**config.mk**
```make
export PLATFORM = sky130hd
export DESIGN_NAME = serial_add_ctrl
export DESIGN_NICKNAME = d
export VERILOG_FILES = /design/src/rtl/serial_add_ctrl_pkg.sv /design/src/rtl/serial_add_ctrl_fa_bit.sv /design/src/rtl/serial_add_ctrl.sv
export SDC_FILE = /design/constraint.sdc
export NUM_CORES = 1
export LEC_CHECK = 0
export CORE_AREA = 2 2 88 90
export CTS_BUF_LIST = sky130_fd_sc_hd__clkbuf_16
export CTS_CLUSTER_SIZE = 16
export DETAILED_ROUTE_END_ITERATION = 10
export DIE_AREA = 0 0 90 92
export SLEW_MARGIN = 20
export SYNTH_ARGS = -nofsm -noshare
export SYNTH_HDL_FRONTEND = slang
export SYNTH_SLANG_ARGS = --single-unit
export TNS_END_PERCENT = 30
```
**constraint.sdc**
```tcl
create_clock -name clk -period 1.7 [get_ports clk]
set_input_delay 0.34 -clock clk [delete_from_list [all_inputs] [get_ports clk]]
set_output_delay 0.34 -clock clk [all_outputs]
set_load 0.01 [all_outputs]
```
**src/rtl/serial_add_ctrl_pkg.sv**
```systemverilog
// serial_add_ctrl_pkg: FSM state encodings and a clog2 helper shared by the serial adder files
package serial_add_ctrl_pkg;
  typedef enum logic [1:0] {
    ST_IDLE = 2'd0,
    ST_RUN  = 2'd1,
    ST_DONE = 2'd2
  } state_t;
  function automatic int clog2(input int v);
    int r;
    r = 0;
    while ((1 << r) < v) r++;
    return r;
  endfunction
endpackage

```
**src/rtl/serial_add_ctrl_fa_bit.sv**
```systemverilog
// fa_bit: combinational 1-bit full adder (a, b, ci -> s, co)
module fa_bit (
  input  logic a,
  input  logic b,
  input  logic ci,
  output logic s,
  output logic co
);
  assign s  = a ^ b ^ ci;
  assign co = (a & b) | (a & ci) | (b & ci);
endmodule

```
**src/rtl/serial_add_ctrl.sv**
```systemverilog
// serial_add_ctrl: bit-serial add/sub over WIDTH cycles; start/sub/a/b/cin in, ready/busy/done/sum/cout/ovf out
module serial_add_ctrl
  import serial_add_ctrl_pkg::*;
#(
  parameter int WIDTH = 8
) (
  input  logic             clk,
  input  logic             rst_n,
  input  logic             start,
  input  logic             sub,
  input  logic [WIDTH-1:0] a,
  input  logic [WIDTH-1:0] b,
  input  logic             cin,
  output logic             ready,
  output logic             busy,
  output logic             done,
  output logic [WIDTH-1:0] sum,
  output logic             cout,
  output logic             ovf
);
  localparam int CNT_W = clog2(WIDTH) > 1 ? clog2(WIDTH) : 1;
  state_t state, state_nx;
  logic [CNT_W-1:0] cnt;
  logic [WIDTH-1:0] a_sh, b_sh, sum_nx;
  logic carry, c_msb_in, cell_s, cell_co, last, accept;
  fa_bit u_fa (
    .a (a_sh[0]),
    .b (b_sh[0]),
    .ci(carry),
    .s (cell_s),
    .co(cell_co)
  );
  assign last   = cnt == CNT_W'(WIDTH - 1);
  assign accept = state == ST_IDLE && start;
  always_comb begin
    state_nx = state == ST_IDLE ? (start ? ST_RUN : ST_IDLE) :
               state == ST_RUN  ? (last ? ST_DONE : ST_RUN) : ST_IDLE;
    ready    = state == ST_IDLE;
    busy     = state == ST_RUN;
    done     = state == ST_DONE;
  end
  always_ff @(posedge clk or negedge rst_n)
    if (!rst_n) state <= ST_IDLE;
    else state <= state_nx;
  if (WIDTH == 1) begin : g_w1
    assign sum_nx = cell_s;
  end else begin : g_wn
    logic [WIDTH-2:0] sum_sh;
    assign sum_nx = {cell_s, sum_sh};
    always_ff @(posedge clk or negedge rst_n)
      if (!rst_n) sum_sh <= '0;
      else if (state == ST_RUN) sum_sh <= sum_nx[WIDTH-1:1];
  end
  always_ff @(posedge clk or negedge rst_n)
    if (!rst_n) begin
      cnt      <= '0;
      a_sh     <= '0;
      b_sh     <= '0;
      carry    <= 1'b0;
      c_msb_in <= 1'b0;
      sum      <= '0;
      cout     <= 1'b0;
      ovf      <= 1'b0;
    end else if (accept) begin
      cnt      <= '0;
      a_sh     <= a;
      b_sh     <= sub ? ~b : b;
      carry    <= sub | cin;
      c_msb_in <= sub | cin;
    end else if (state == ST_RUN) begin
      cnt   <= last ? cnt : cnt + 1'b1;
      a_sh  <= a_sh >> 1;
      b_sh  <= b_sh >> 1;
      carry <= cell_co;
      if (int'(cnt) == WIDTH - 2) c_msb_in <= cell_co;
      if (last) begin
        sum  <= sum_nx;
        cout <= cell_co;
        ovf  <= c_msb_in ^ cell_co;
      end
    end
endmodule

```
==> tab_implementation.tex <==
\begin{tabular}{lr}
\hline
Metric & Value \\
\hline
\multicolumn{2}{l}{\textbf{Status}} \\
Result of the run & complete, no violations \\
\multicolumn{2}{l}{\textbf{Synth}} \\
Number of standard cells after synthesis & 163 \\
Post-Synthesis Cell Area & 1790 sq um \\
Post-synthesis cell type count & 28 \\
Library cell occupying the most area in the post-synthesis netlist & sky130\_fd\_sc\_hd\_\_dfrtp\_1 \\
Count of yosys warnings during synthesis & 0 \\
Post-Syn Area per Cell & 11.0 sq um \\
Share of the synthesized area in the top cell type & 0.560 \\
Synthesized net count & approximately 190 \\
Complex-gate fraction of the synthesized area & 0.0973 \\
Largest family of logic cells by synthesized area & simple AND/OR/NAND/NOR gates \\
Post-Synth Simple-Gate Area & 0.156 \\
Proportion of synthesized area in mux cells & 0.0679 \\
Portion of the post-synthesis area used by sequential elements & 0.560 \\
Adder-Cell Fraction of Synth Area & 0.0322 \\
Most area-consuming cells after synthesis & sky130\_fd\_sc\_hd\_\_dfrtp\_1, sky130\_fd\_sc\_hd\_\_nand2\_1, sky130\_fd\_sc\_hd\_\_mux2\_2 \\
Flip-flop and latch count after synthesis & 40 \\
Post-synthesis xor/xnor area fraction & 0.0441 \\
\multicolumn{2}{l}{\textbf{Critical path}} \\
CP Data Required Time & approximately 1.9 ns \\
Startpoint of the lowest-slack register-to-register path & cnt[0] \\
Flop2flop setup slack & 0.11 ns \\
Destination of the worst register-to-register timing path & sum[4] \\
Peak fanout along the critical path & 13 \\
CP Launch Type & flop \\
Setup CP Type & reg -> reg \\
Kind of capture point of the worst setup path & flop \\
Data arrival time of the critical path & 1.76 ns \\
Worst reg-to-reg path cell count & 5 \\
\multicolumn{2}{l}{\textbf{Floorplanning}} \\
Initial core utilization & 0.240 \\
Die area & $\sim$8300 sq um \\
Floorplan Core Area & 7450 sq um \\
Ports & 34 \\
Chip Height & $\sim$90 microns \\
Number of rows created at floorplan & 32 \\
Die Width & approximately 90 microns \\
\multicolumn{2}{l}{\textbf{Worst hold path}} \\
Hold Crit Class & in -> async \\
\multicolumn{2}{l}{\textbf{Timing}} \\
Max-slew violation count & 0 \\
Number of failing hold endpoints at the final stage & 0 \\
Worst slew margin relative to its limit & 0.704 \\
Final worst clock skew & about 0.0034 ns \\
Portion of the clock cycle consumed by the worst path in the final layout & 0.938 \\
Worst slew pin tran & roughly 0.44 ns \\
Final hold slack & between 0.004 and 0.005 ns \\
FMAX & 627 MHz \\
Setup slack of the critical path after layout & between 0.1 and 0.15 ns \\
Count of final setup violators & 0 \\
Final min period & between 1.5 and 2 ns \\
Setup repair after global routing missed its margin & no \\
\multicolumn{2}{l}{\textbf{CTS}} \\
Clock tree from TritonCTS & done \\
Clk sink count & 40 \\
Maximum count of clock buffers along a single path & 2 \\
Clock-pin transition on the worst setup and hold timing paths & 0.05 ns \\
Number of H-tree levels & 2 \\
Clock buffer count from CTS & 5 \\
Clock root cell & sky130\_fd\_sc\_hd\_\_clkbuf\_16 \\
Worst-skew pair later-pin latency & $\sim$0.28 ns \\
\multicolumn{2}{l}{\textbf{Global routing}} \\
Vias in the first global route & $\sim$1300 \\
Maximum number of pins on one net before global-route repair & 24 \\
Total Routing Usage GR & 0.0942 \\
Global-route wire length before repair & roughly 6.2 mm \\
Total gr overflow & 0 \\
Initial antenna violation count & 0 \\
\multicolumn{2}{l}{\textbf{Final layout}} \\
Fill cells & roughly 800 \\
Fraction of layout cells with a size suffix above 1 & 0.132 \\
Area grow syn2layout & 36.0\% \\
Post-layout nets & $\sim$230 \\
Area of combinational cells with multiple inputs & roughly 710 sq um \\
Most common library cell in the layout ignoring fill and taps & sky130\_fd\_sc\_hd\_\_nand2\_1 \\
Antenna cells & 0 \\
Commonest cells after routing, fill and taps aside & sky130\_fd\_sc\_hd\_\_nand2\_1, sky130\_fd\_sc\_hd\_\_dfrtp\_1, sky130\_fd\_sc\_hd\_\_clkdlybuf4s50\_1, sky130\_fd\_sc\_hd\_\_nor2\_1 \\
Sequential Area & between 1000 and 1500 sq um \\
\multicolumn{2}{l}{\textbf{Power and ir drop}} \\
Areal power density over the cells & $\sim$1700 nW/um\^{}2 \\
Pleak & approximately 0.0011 uW \\
VDD IR-drop max & 452 uV \\
\multicolumn{2}{l}{\textbf{Detailed routing}} \\
Via total after detailed routing & 1280 \\
\# DRC & 0 \\
Via-to-Cell Ratio & between 4 and 5 \\
WL final & $\sim$3.6 mm \\
First-pass detailed-route iteration total & 4 \\
Iteration-0 DRC Markers & 41 \\
Wire per inst & about 12 microns \\
Antenna Violating Nets Remaining & 0 \\
\multicolumn{2}{l}{\textbf{Place}} \\
DPL Wire Length & between 2 and 3 mm \\
Routability congestion estimate & 0.765 \\
Placement Setup Slack & -0.110 ns \\
IO Port Bufs & 33 \\
\multicolumn{2}{l}{\textbf{Run}} \\
Number of maximum-capacitance violations & 0 \\
\hline
\end{tabular}
==> repair_timing <==
item / in CTS / in global routing
gates resized for setup: 4 / 0
setup buffers: 0 / 0
hold buffers: 0 / 0
setup endpoints to repair: 3 / 0
==> logic make-up (layout without fill, tap and decap cells) <==
logic type / Yosys count / after routing
muxes: 11 / 11
AOI/OAI and AO/OA: 22 / 22
DFF: 40 / 40
adders and majority gates: 4 / 4
buffers and inverters: 14 / 56
and+or+nand+nor: 63 / 63
xor gates and xnor gates: 9 / 9
==> critical path, stage by stage, from the launching register on <==
cell and delay, ns:
sky130_fd_sc_hd__dfrtp_1 0.41, sky130_fd_sc_hd__ha_1 0.24, sky130_fd_sc_hd__ha_1 0.21, sky130_fd_sc_hd__nand3b_1 0.14, sky130_fd_sc_hd__buf_12 0.15, sky130_fd_sc_hd__mux2_2 0.33
==> per-stage QoR <==
| step | util | TNS (ns) | instance area, sq um | std cells | total power, uW |
|---|---|---|---|---|---|
| global placement | 0.308 | -0.406 | 2300 | 299 | 3180 |
| detailed placement | 0.308 | -0.618 | 2300 | 299 | 3230 |
| floorplan | - | 0 | 1790 | 163 | 2590 |
| CTS | 0.326 | 0 | 2430 | 307 | 4110 |
| global route | 0.326 | 0 | 2430 | 307 | 4380 |
| finish | 0.326 | 0 | 2430 | 307 | 4040 |
==> per-layer routing <==
layer,GRT usage,up-vias,wire (microns)
li1,-,632,-
met1,0.112,609,1720
met2,0.153,31,1590
met3,0.0370,8,168
met4,0.0385,0,78
met5,0,-,0
==> worst max path at each step <==
stage                     depth (start not counted)    from  slack [ns]      to
after floorplan                                   5  cnt[0]        0.11  sum[0]
after global placement                            4   start       -0.10   carry
after detailed placement                          4   start       -0.11   carry
after CTS                                         5  cnt[0]         0.1  sum[7]
after global routing                              5  cnt[0]        0.02  sum[4]
final                                             5  cnt[0]        0.11  sum[4]
==> report_power, final <==
group	total [uW]	switching (uW)	internal, uW
sequential	1620	257	1370
clock	865	338	527
combinational	1550	740	813
total	4040	1330	2710
==> synthesized netlist by cell type, drive strengths merged <==
library cell and count:
nor2 10, nor3 1, fa 1, o21ai 3
mux2i 2, nor2b 1, a31oi 1, a21oi 1
dfrtp 40, nand2b 3, mux2 9, or3b 1
a22oi 7, nand3b 1, clkbuf 1, nand2 41
nand3 3, xnor2 9, buf 8, o21bai 1
a22o 1, a221o 7, o2bb2ai 1, inv 5
ha 3, nor3b 2
==> layout make-up <==
type,instances,area share
Sequential cell,40,0.412
Multi-Input combinational cell,109,0.292
Timing Repair Buffer,43,0.179
Tap cell,102,0.0525
Clock buffer,5,0.0515
Inverter,5,0.00772
Clock inverter,3,0.00463
==> registers in the layout, indices dropped and copies added (netlist names) <==
name	count
a_sh	8
b_sh	8
sum	8
g_wn.sum_sh	7
cnt	3
state	2
c_msb_in	1
carry	1
cout	1
ovf	1
Power figures use the tool's default switching activity.
